$ cat src/rtl/muldiv.sv
// muldiv -- iterative multiply/divide unit for the MIPS HI/LO operations.
//
// Ops (i_op): 0 MULT, 1 MULTU, 2 DIV, 3 DIVU, 4 MTHI, 5 MTLO, 6/7 ignored.
// Multiply is radix-2 shift-add and divide is restoring shift-subtract, both
// on operand magnitudes over WIDTH cycles. Sign correction is applied in FIX.
// HI/LO are owned here and only change on MTHI/MTLO or on a completing op.
//
// Optional feature: define CPU_MULDIV_DIV_EN to build the divider. Without it,
// DIV/DIVU complete immediately (done pulse next cycle, HI/LO unchanged).
//
// Ports:
//   clk, rst       clock, asynchronous active-high reset
//   i_start        request strobe (ignored while o_busy)
//   i_op[2:0]      operation code
//   i_a, i_b       operands (i_a also carries MTHI/MTLO data)
//   i_flush        abort: back to IDLE, no done, HI/LO untouched
//   o_busy         operation in flight
//   o_done         one-cycle pulse, HI/LO just updated
//   o_hi, o_lo     architectural HI/LO registers
module muldiv #(
  parameter int WIDTH = 32
) (
  input  logic             clk,
  input  logic             rst,
  input  logic             i_start,
  input  logic [2:0]       i_op,
  input  logic [WIDTH-1:0] i_a,
  input  logic [WIDTH-1:0] i_b,
  input  logic             i_flush,
  output logic             o_busy,
  output logic             o_done,
  output logic [WIDTH-1:0] o_hi,
  output logic [WIDTH-1:0] o_lo
);
  localparam int CW = $clog2(WIDTH + 1);

  typedef enum logic [1:0] {IDLE, RUN, FIX} state_t;

  state_t             r_state, w_state_n;
  logic [CW-1:0]      r_cnt;
  logic [2*WIDTH-1:0] r_acc;     // {hi half, lo half} working register
  logic [WIDTH-1:0]   r_b;       // multiplicand or divisor magnitude
  logic               r_neg_res; // operand signs differ
  logic [WIDTH-1:0]   r_hi, r_lo;
  logic               r_done;

  logic w_accept, w_mt_hi, w_mt_lo, w_fix, w_nodiv_done;

  // Operand magnitudes; only the signed ops look at the sign bits.
  logic             w_sgn, w_a_neg, w_b_neg;
  logic [WIDTH-1:0] w_mag_a, w_mag_b;
  assign w_sgn   = (i_op == 3'd0) || (i_op == 3'd2);
  assign w_a_neg = w_sgn & i_a[WIDTH-1];
  assign w_b_neg = w_sgn & i_b[WIDTH-1];
  assign w_mag_a = w_a_neg ? -i_a : i_a;
  assign w_mag_b = w_b_neg ? -i_b : i_b;

  // Multiply step: multiplier sits in the low half and shifts out LSB first.
  logic [WIDTH:0]     w_sum;
  logic [2*WIDTH-1:0] w_mul_step, w_prod;
  assign w_sum      = {1'b0, r_acc[2*WIDTH-1:WIDTH]} + (r_acc[0] ? {1'b0, r_b} : '0);
  assign w_mul_step = {w_sum, r_acc[WIDTH-1:1]};
  assign w_prod     = r_neg_res ? -r_acc : r_acc;

  logic [2*WIDTH-1:0] w_step;
  logic [WIDTH-1:0]   w_fix_hi, w_fix_lo;

`ifdef CPU_MULDIV_DIV_EN
  logic r_is_div, r_neg_a;

  // Divide step: remainder in the high half, dividend/quotient in the low half.
  // When shl >= divisor the difference is below the divisor, so W bits suffice.
  logic [WIDTH:0]     w_shl;
  logic [WIDTH-1:0]   w_diff, w_q, w_r;
  logic               w_ge, w_div0;
  logic [2*WIDTH-1:0] w_div_step;
  assign w_shl      = r_acc[2*WIDTH-1:WIDTH-1];
  assign w_ge       = w_shl >= {1'b0, r_b};
  assign w_diff     = w_shl[WIDTH-1:0] - r_b;
  assign w_div_step = w_ge ? {w_diff, r_acc[WIDTH-2:0], 1'b1}
                           : {w_shl[WIDTH-1:0], r_acc[WIDTH-2:0], 1'b0};
  assign w_step     = r_is_div ? w_div_step : w_mul_step;

  // With a zero divisor the datapath yields q = all ones and r = |a|; giving r
  // the dividend's sign restores a exactly, so only the quotient fix is skipped.
  assign w_q      = r_acc[WIDTH-1:0];
  assign w_r      = r_acc[2*WIDTH-1:WIDTH];
  assign w_div0   = (r_b == '0);
  assign w_fix_lo = r_is_div ? ((r_neg_res & ~w_div0) ? -w_q : w_q) : w_prod[WIDTH-1:0];
  assign w_fix_hi = r_is_div ? (r_neg_a ? -w_r : w_r) : w_prod[2*WIDTH-1:WIDTH];
`else
  assign w_step   = w_mul_step;
  assign w_fix_lo = w_prod[WIDTH-1:0];
  assign w_fix_hi = w_prod[2*WIDTH-1:WIDTH];
`endif

  always_comb begin
    w_state_n    = r_state;
    w_accept     = 1'b0;
    w_mt_hi      = 1'b0;
    w_mt_lo      = 1'b0;
    w_fix        = 1'b0;
    w_nodiv_done = 1'b0;
    if (i_flush) begin
      w_state_n = IDLE;
    end else begin
      case (r_state)
        IDLE: if (i_start) begin
          case (i_op)
            3'd0, 3'd1: begin w_accept = 1'b1; w_state_n = RUN; end
`ifdef CPU_MULDIV_DIV_EN
            3'd2, 3'd3: begin w_accept = 1'b1; w_state_n = RUN; end
`else
            3'd2, 3'd3: w_nodiv_done = 1'b1;
`endif
            3'd4: w_mt_hi = 1'b1;
            3'd5: w_mt_lo = 1'b1;
            default: ;
          endcase
        end
        RUN: if (r_cnt == CW'(1)) w_state_n = FIX;
        FIX: begin w_fix = 1'b1; w_state_n = IDLE; end
        default: w_state_n = IDLE;
      endcase
    end
  end

  always_ff @(posedge clk or posedge rst) begin
    if (rst) begin
      r_state   <= IDLE;
      r_cnt     <= '0;
      r_acc     <= '0;
      r_b       <= '0;
      r_neg_res <= 1'b0;
      r_hi      <= '0;
      r_lo      <= '0;
      r_done    <= 1'b0;
`ifdef CPU_MULDIV_DIV_EN
      r_is_div  <= 1'b0;
      r_neg_a   <= 1'b0;
`endif
    end else begin
      r_state <= w_state_n;
      r_done  <= w_fix | w_nodiv_done;
      if (w_accept) begin
        r_cnt     <= CW'(WIDTH);
        r_neg_res <= w_a_neg ^ w_b_neg;
`ifdef CPU_MULDIV_DIV_EN
        r_is_div  <= i_op[1];
        r_neg_a   <= w_a_neg;
        r_acc     <= {{WIDTH{1'b0}}, (i_op[1] ? w_mag_a : w_mag_b)};
        r_b       <= i_op[1] ? w_mag_b : w_mag_a;
`else
        r_acc     <= {{WIDTH{1'b0}}, w_mag_b};
        r_b       <= w_mag_a;
`endif
      end else if (r_state == RUN) begin
        r_cnt <= r_cnt - CW'(1);
        r_acc <= w_step;
      end
      if (w_mt_hi) r_hi <= i_a;
      if (w_mt_lo) r_lo <= i_a;
      if (w_fix) begin
        r_hi <= w_fix_hi;
        r_lo <= w_fix_lo;
      end
    end
  end

  assign o_busy = (r_state != IDLE);
  assign o_done = r_done;
  assign o_hi   = r_hi;
  assign o_lo   = r_lo;
endmodule

$ cat config.mk
export PLATFORM = sky130hd
export DESIGN_NAME = muldiv
export DESIGN_NICKNAME = d
export VERILOG_FILES = /design/src/rtl/muldiv.sv
export SDC_FILE = /design/constraint.sdc
export NUM_CORES = 1
export LEC_CHECK = 0
export ABC_AREA = 1
export CAP_MARGIN = 10
export CORE_ASPECT_RATIO = 1.25
export CORE_MARGIN = 3
export CORE_UTILIZATION = 64
export CTS_BUF_LIST = sky130_fd_sc_hd__clkbuf_4 sky130_fd_sc_hd__clkbuf_8 sky130_fd_sc_hd__clkbuf_16
export CTS_CLUSTER_DIAMETER = 120
export DETAILED_ROUTE_END_ITERATION = 8
export PLACE_DENSITY_LB_ADDON = 0.08
export SETUP_SLACK_MARGIN = 0.3
export SYNTH_ARGS = -nofsm -noshare
export SYNTH_HDL_FRONTEND = slang
export SYNTH_SLANG_ARGS = --single-unit
$ cat constraint.sdc
create_clock -name clk -period 8.36 [get_ports clk]
set_input_delay 0.836 -clock clk [delete_from_list [all_inputs] [get_ports clk]]
set_output_delay 0.836 -clock clk [all_outputs]
set_load 0.05 [all_outputs]
# Word-level counts from Yosys, hierarchy flattened
# Cells that the tools add are included.
[word_totals]
ff_bits = 170
latchBits = 0
ram_bits = 0
rom_bits = 0
inputBits = 71
out_inout_bits = 66
mem_count = 0
[classes]
addsub = 5
mul = 0
div = 0
order_cmp = 0
n_eq_ne = 11
shifts = 0
mux = 35
n_bitwise = 4
reduce_logical = 10
[ops]
columns = ["op", "n"]
rows = [
  ["$mux 32", 7],
  ["$mux 64", 3],
  ["$neg 32->32", 2],
  ["$neg 64->64", 1],
  ["$add 32x32->33", 1],
  ["$mux 1", 18],
  ["$mux 6", 2],
  ["$mux 2", 4],
  ["$reduce_bool 2->1", 4],
  ["$eq 3x2->1 const B", 2],
  ["$eq 3x3->1 const B", 2],
  ["$eq 6x1->1 const B", 1],
  ["$ne 3x3->1 const B", 2],
  ["$sub 6x1->6 const B", 1],
  ["$pmux 2 s2", 1],
  ["$reduce_or 2->1", 2],
  ["$eq 3x1->1 const B", 1],
  ["$logic_not 3->1", 1],
  ["$ne 3x2->1 const B", 1],
  ["$reduce_and 3->1", 1],
  ["$and 1x1->1", 2],
  ["$eq 2x1->1 const B", 1],
  ["$eq 2x2->1 const B", 1],
  ["$logic_not 2->1", 1],
  ["3 further kinds", 3],
]

# Longest topological paths before layout
[depth]
ltp_word = 7
mapped_depth = 18

# Worst setup path after synthesis
# No wires, ideal clock.
[synth_timing]
kind = "register to register"
from = "register r_acc[0]"
to = "register r_acc[55]"
setup_time_ns = 0.118
t_arrival_ns = 2.177
required_ns = 8.242
setup_slack_ns = 6.065
stages_incl_launch_ff = 17
path_cell_list = "dfrtp_1 -> buf_2 -> clkbuf_1 -> nand2_1 -> inv_1 -> ha_1 -> fa_1 -> nand3_1 -> nand3_1 -> nand2_1 -> nand2_1 -> nand2_1 -> nand2_1 -> nand2_1 -> nand3_1 -> nand3_1 -> nand2_1"
[synth_between]
elab_chain_len = 4
[synth_lines]
columns = ["element", "line_no", "text"]
rows = [
  ["start, declared", "41", "logic [2*WIDTH-1:0] r_acc;"],
  ["start signal, assigned", "154", "r_acc <= {{WIDTH{1'b0}}, w_mag_b};"],
  ["start signal, assigned", "159", "r_acc <= w_step;"],
  ["$mux 32", "61", "assign w_sum = {1'b0, r_acc[2*WIDTH-1:WIDTH]} + (r_acc[0] ? {1'b0, r_b} : '0);"],
  ["$add 32x32->33", "61", ""],
  ["$mux 64", "157", "end else if (r_state == RUN) begin"],
  ["$mux 64", "145", "if (w_accept) begin"],
]
# Every way passes these cells. The select of a mux whose other input is x is not followed.
# A chain may end at the register's enable or synchronous reset.

# Final worst setup path
[layout_timing]
from = "input port i_flush"
to = "register r_acc[1]"
[layout_between]
elab_chain_len = 2
[layout_lines]
columns = ["element", "line_no", "text"]
rows = [
  ["start, declared", "29", "input logic i_flush,"],
  ["$mux 1 (*)", "104", "if (i_flush) begin"],
  ["$mux 64 / $reduce_bool 2->1 (equally long branches)", "-", ""],
]
# Every way passes the cells marked *; elsewhere a longest branch is shown, timed or not.

==> impl_metrics.tcl <==
set metrics [dict create \
    run_status "completed" \
    synth-adder-area-share 0.0346 \
    worst_setup_path_end_kind "flop" \
    yosysTopAreaCell "sky130_fd_sc_hd__dfrtp_1" \
    pin_count_of_the_biggest_net_entering_global_routing 107 \
    synthToLayoutAreaGrowth_pct 14.4 \
    dieArea_um2 23600 \
    power.net_switching_mw 2.38 \
    ratio_of_cells_with_drive_above_1_in_the_final_layout 0.0495 \
    post-dp-hpwl_um 39700 \
    finalNetCount 2459 \
    slowest_delay_ns 0.67 \
    clock_insertion_delay_worst_skew_ns 0.44 \
    io_buffers 136 \
    yosysMostFrequentCell "sky130_fd_sc_hd__nand2_1" \
    timing.hold.worst.class "reg2reg" \
    max_slew_margin 0.301 \
    fillCellCount 1740 \
    peakVddDrop_mv 0.168 \
    max_freq_mhz 300 \
    fin_setup_tns_ns 0 \
    postCtsSetupRepairBufs 0 \
    finalMaxSlewViolations 0 \
    routabilityCongestion 1.11 \
    synth_cell_type_count 54 \
    post_drt_via_cell_ratio 6.06 \
    clk_path_buf_depth 2 \
    antenna_violations_before_repair 0 \
    synth_ff_type "sky130_fd_sc_hd__dfrtp_1" \
    synth_fp_nets 2362 \
    antenna_cells_inserted 0 \
    synth_top_cells_by_count "sky130_fd_sc_hd__nand2_1 (758), sky130_fd_sc_hd__inv_1 (336), sky130_fd_sc_hd__nand3_1 (274)" \
    proportion_of_power_drawn_by_combinational_gates 0.520 \
    power_report.internal_total_mw 2.34 \
    power.sequential.fraction 0.306 \
    multi_input_area_um2 8010 \
    path_common_cell "sky130_fd_sc_hd__nand2_2" \
    drc_errors 0 \
    drtAntennaViolNets 0 \
    cts_tree "built" \
    global_route.overflow_total 0 \
    critical_path.slowest_cell "sky130_fd_sc_hd__inv_2" \
    grt_use_total 0.426 \
    ys_ff_latch 170 \
    syn_inst 2253 \
    synth-xor-area-share 0.00941 \
    synth_seq_area_share 0.305 \
    worst-slew-pin-transition_ns 1.05 \
    fp.dieW_um 138 \
    place.detailed.instances 2605 \
    power.share.clock 0.174 \
    synth_simple_gate_area_share 0.414 \
    final_cells 2637 \
    final.hold.worst_slack_ns 0.484 \
    hold_violations 0 \
    die_y_um 171 \
    timing.final.crit_period_ns 3.34 \
    core_area_um2 21100 \
    worst_ep_arrival_time_ns 3.63 \
    wl_per_cell_um 19.5 \
    fin_crit_sh 0.399 \
    synthesis.area_um2 14000 \
    crit_path_cell_trace "clkdlybuf4s50_1 > nor2_4 > nand2_2 > inv_1 > nand2_1 > buf_4 > nand2_2 > inv_2 > a22oi_1" \
    vias 16000 \
    netlist.area_leader.share 0.305 \
    boundaryPins 137 \
    synth_mux_area_frac 0 \
    floorplan.initialDensity 0.661 \
    cts.reportedPaths.clkPinSlew_ns 0.07 \
    worst-endpoint-required_ns 8.66 \
    power.static_leakage_nw 8.37 \
    post_cts_resize_count 0 \
    power_mw 4.71 \
    detailedRoute.firstPassIterationCount 8 \
    global_route_wire_length_before_repair_um 79300 \
    clock_sinks 170 \
    synth-edff-count 0 \
    cts_hold_buffers 0 \
    setup.worst_path.start_class "primary input" \
    ctsRootBufferMaster "sky130_fd_sc_hd__clkbuf_16" \
    cts_buffers 17 \
    path_class "in2reg" \
    combinational_family_with_the_most_area_after_synthesis "simple AND/OR/NAND/NOR gates" \
    cell_types_occupying_the_most_area_after_synthesis "sky130_fd_sc_hd__dfrtp_1 (30%), sky130_fd_sc_hd__nand2_1 (20%), sky130_fd_sc_hd__nand3_1 (9.8%), sky130_fd_sc_hd__inv_1 (9.0%), sky130_fd_sc_hd__nor2_1 (5.6%)" \
    first_iter_violations 1819 \
    power.density_nw_per_um2 295 \
    setup_repair_after_global_routing_missed_its_margin "false" \
    finalWirelength_um 51400 \
    compound_cell_area_share_of_the_yosys_netlist 0.116 \
    placementRows 59 \
    fraction_of_power_spent_switching_nets 0.504 \
    preCtsSetupSlack_ns 4.64 \
    ff_latch_area_um2 4260 \
    timing.critical_path.fanout_max 51 \
    max_cap_viol_count 0 \
    ys_async_sr_fraction 1.00 \
    synth.yosys.warnings 0 \
    finalWorstSetupSlack_ns 5.02 \
    finClkSkew_ns 0.0117 \
    setup_violations 0 \
    vias_in_the_first_global_route 15200 \
    syn_avg_cell_area_um2 6.20 \
    cts_htree_levels 4 \
]
==> cell families (layout without fill, tap and decap cells) <==
| group | count (synthesis) | after routing |
|---|---|---|
| DFF | 170 | 170 |
| AOI/OAI and AO/OA | 262 | 262 |
| and+or+nand+nor | 1351 | 1351 |
| xor gates and xnor gates | 15 | 15 |
| adders and majority gates | 38 | 38 |
| buffers and inverters | 417 | 527 |
==> worst paths after layout <==
check / start / endpoint / slack, ns / cells past startpoint
max reg2reg: r_acc[0] / r_acc[47] / 5.35 / 13
max: i_flush / r_acc[1] / 5.02 / 9
min in group asynchronous: rst / o_hi[4] / 0.97 / 2
min: r_b[30] / r_b[30] / 0.48 / 2
max in group asynchronous: rst / r_b[28] / 6.01 / 3
min reg2reg: r_b[30] / r_b[30] / 0.48 / 2
==> through the flow <==
step | utilization | cell area, µm²
global placement | 0.728 | 15400
detailed placement | 0.728 | 15400
CTS | 0.756 | 16000
global route | 0.756 | 16000
finish | 0.756 | 16000
floorplan | - | 14000
==> worst max-delay path, delay by kind of cell <==
kind	cells	cell delay, ns
buffers and inverters	4	1.73
AND/OR/NAND/NOR	4	0.87
AO/OA/AOI/OAI	1	0.17
==> area by class of cell <==
type	instances	share of cell area
clock buffers	19	0.0280
clock inverters	13	0.00979
inverters	349	0.0827
multi-input cells	1666	0.502
flip-flops and latches	170	0.266
well taps	274	0.0215
repair buffers	146	0.0899
==> metal layers <==
metal,wire (µm),share of wire,vias up,track usage
met5,0,0,-,0
met2,24300,0.47,1098,0.726
li1,-,-,7383,-
met3,5010,0.097,304,0.0822
met4,5020,0.098,0,0.338
met1,17100,0.33,7198,0.468
==> power groups by stage <==
| stage | sequential [mW] | combinational (mW) | clock, mW |
|---|---|---|---|
| 2_1_floorplan | 1.64 | 1.38 | 0 |
| 3_3_place_gp | 1.42 | 2.31 | 0 |
| 3_5_place_dp | 1.43 | 2.37 | 0 |
| 4_1_cts | 1.42 | 2.40 | 0.814 |
| 5_1_grt | 1.46 | 2.68 | 0.849 |
| 6_report | 1.44 | 2.45 | 0.820 |
==> flip-flops by register name, summed over array words and instances (netlist names) <==
| signal | cells |
|---|---|
| r_neg_res | 1 |
| o_done | 1 |
| r_state | 2 |
| o_hi | 32 |
| r_cnt | 6 |
| r_acc | 64 |
| o_lo | 32 |
| r_b | 32 |
==> cell usage in the layout, fill, tap and decap left out, types with 3 or more instances in the layout <==
master	instances
sky130_fd_sc_hd__inv_1	334
sky130_fd_sc_hd__o31ai_1	5
sky130_fd_sc_hd__nand2_2	16
sky130_fd_sc_hd__inv_6	5
sky130_fd_sc_hd__inv_2	11
sky130_fd_sc_hd__clkbuf_16	17
sky130_fd_sc_hd__and2_1	11
sky130_fd_sc_hd__o311ai_0	4
sky130_fd_sc_hd__nand2_1	758
sky130_fd_sc_hd__xor2_1	11
sky130_fd_sc_hd__nand3b_1	7
sky130_fd_sc_hd__nor3_1	15
sky130_fd_sc_hd__o21ai_1	12
sky130_fd_sc_hd__o221ai_1	17
sky130_fd_sc_hd__or2_2	7
sky130_fd_sc_hd__nor2_1	208
sky130_fd_sc_hd__a21oi_1	50
sky130_fd_sc_hd__nand4_1	22
sky130_fd_sc_hd__buf_4	10
sky130_fd_sc_hd__o22ai_1	17
sky130_fd_sc_hd__clkdlybuf4s50_1	136
sky130_fd_sc_hd__nand3_1	274
sky130_fd_sc_hd__xnor2_1	4
sky130_fd_sc_hd__ha_1	37
sky130_fd_sc_hd__o21bai_1	12
sky130_fd_sc_hd__dfrtp_1	169
sky130_fd_sc_hd__o21ai_0	97
sky130_fd_sc_hd__o21ai_2	6
sky130_fd_sc_hd__clkinv_4	4
sky130_fd_sc_hd__a21o_1	3
sky130_fd_sc_hd__nand3_4	3
sky130_fd_sc_hd__o21ai_4	4
sky130_fd_sc_hd__or2_1	3
sky130_fd_sc_hd__a31oi_1	4
sky130_fd_sc_hd__nor2_2	12
sky130_fd_sc_hd__o211ai_1	24
sky130_fd_sc_hd__nor2_4	4
sky130_fd_sc_hd__nand3_2	3
No activity file was read; power rests on OpenSTA's default activity.
==> patch: new RTL, config.mk and constraints unchanged <==
The parameter `WIDTH` goes from 32 to 16.
--- a/src/rtl/muldiv.sv
+++ b/src/rtl/muldiv.sv
@@ -19,5 +19,5 @@
 //   o_hi, o_lo     architectural HI/LO registers
 module muldiv #(
-  parameter int WIDTH = 32
+  parameter int WIDTH = 16
 ) (
   input  logic             clk,
Interface: changed (resized i_a, i_b, o_hi and o_lo); port bits go from 137 to 73. The function was not compared with the original's and may differ.
==> patch against the unedited design <==
Via count shrank 55%. Cell count is 54% lower. Cell area decreased by 51%. Wire length is 62% lower. Maximum frequency rose by 23%. Combinational power fell by 51%. Register-to-register slack improved by 0.64 ns. Setup slack improved by 0.62 ns. Sequential cell count is 81 lower. Total power decreased by 50%. Hold slack worse by 0.0044 ns. Synthesized area shrank 51%. Critical endpoint is now o_lo[10]. Count of clock-buffer cells in the layout shrank 7.
==> patch: results (changes against the unedited design) <==
Global routing
The number of global-route vias before repair came to 6593 (-57%). The pin count of the biggest net entering global routing came to 61 (-43%). The global-route total usage across every layer is 33.9% (-8.7 points). The global routing met2 resource utilization is 54.7% (-18 points).

Synthesis
The synthesized netlist cell count is 1035 (-54%). The area share of fa/ha/maj cells after synthesis is 4.18% (+0.72 points). By area the synthesized netlist is led by sky130_fd_sc_hd__dfrtp_1, sky130_fd_sc_hd__nand2_1, sky130_fd_sc_hd__nand3_1, sky130_fd_sc_hd__inv_1, sky130_fd_sc_hd__nor2_1.

The xor and xnor area share after synthesis is 1.16% (+0.22 points). The number of distinct standard cells referenced by the synthesized netlist came to 45 (-17%). By count the netlist is led by sky130_fd_sc_hd__nand2_1, sky130_fd_sc_hd__nand3_1, sky130_fd_sc_hd__inv_1. The fraction of the yosys area taken by sequential cells is 32.9% (+2.4 points).

Outcome
The run finished with clean final reports.

Hold path
The worst hold path terminates at r_b[13]. The startpoint identified for the worst hold timing path is r_b[13].

Drt
The sum of met3 wire segment lengths after detailed routing came to 1.75 mm (-65%). The via density per instance is 5.88 (-3.1%). The routed length on met2 was 9.17 mm (-62%).

Worst setup path
The depth of the worst register-to-register path is 12 (-1). The maximum fanout encountered on the critical timing path came to 34 (-33%). The data arrival time of the worst path was 2.94 ns (-0.69 ns). The worst setup path endpoint is o_lo[10].

The largest incremental delay on the critical path came to 0.69 ns (+0.02 ns).

Placement
The pre-CTS setup slack is 5.33 ns (+0.693 ns). The final weighted congestion in routability-driven placement is 0.969 (-13%). The placed wire-length estimate after detailed placement was 14.6 mm (-63%).

The area after detailed placement is 7480 sq um (-51%). The quantity of I/O buffers inserted on ports was 72 (-47%).

Cells and area
The flip-flop count of the largest register, all copies and words added is 32 (-50%). The total of fill cells in the finished design was 831 (-52%). The fraction of layout cells with a size suffix above 1 is 5.11% (+0.16 points).

STA
The final hold slack is 0.480 ns (-0.00443 ns). The tightest slew margin relative to the limit is 43.6% (+13 points).

Clock tree
The total CTS buffers is 9 (-8). The clock latency reported for the late side of the worst-skew pair was 0.35 ns (-0.09 ns).

Pwr
The leakage power is 3.99 nW (-52%). The worst ir drop on vdd is 0.155 mV (-7.8%).
==> patch: final cells by class <==
type                            count  area (sq um)  share of cell area [%]
Clock buffer                       12           260                    3.35
Clock inverter                      4          27.5                   0.355
Inverter                          156           588                    7.57
Multi-Input combinational cell    761          3760                    48.5
Sequential cell                    89          2230                    28.7
Tap cell                          129           161                    2.08
Timing Repair Buffer               74           736                    9.48
==> patch: power groups by stage <==
stage	sequential, mW	clock (mW)	combinational (mW)
2_1_floorplan	0.915	0	0.683
3_3_place_gp	0.758	0	1.16
3_5_place_dp	0.759	0	1.19
4_1_cts	0.753	0.400	1.20
5_1_grt	0.776	0.423	1.34
6_report	0.761	0.402	1.21
==> patch: worst register-to-register path: cells and delay by family, from the launching register on <==
family | cells | cell delay, ns
adders and majority gates | 2 | 0.64
and+or+nand+nor | 9 | 1.00
DFF | 1 | 0.59
buffers and inverters | 1 | 0.05
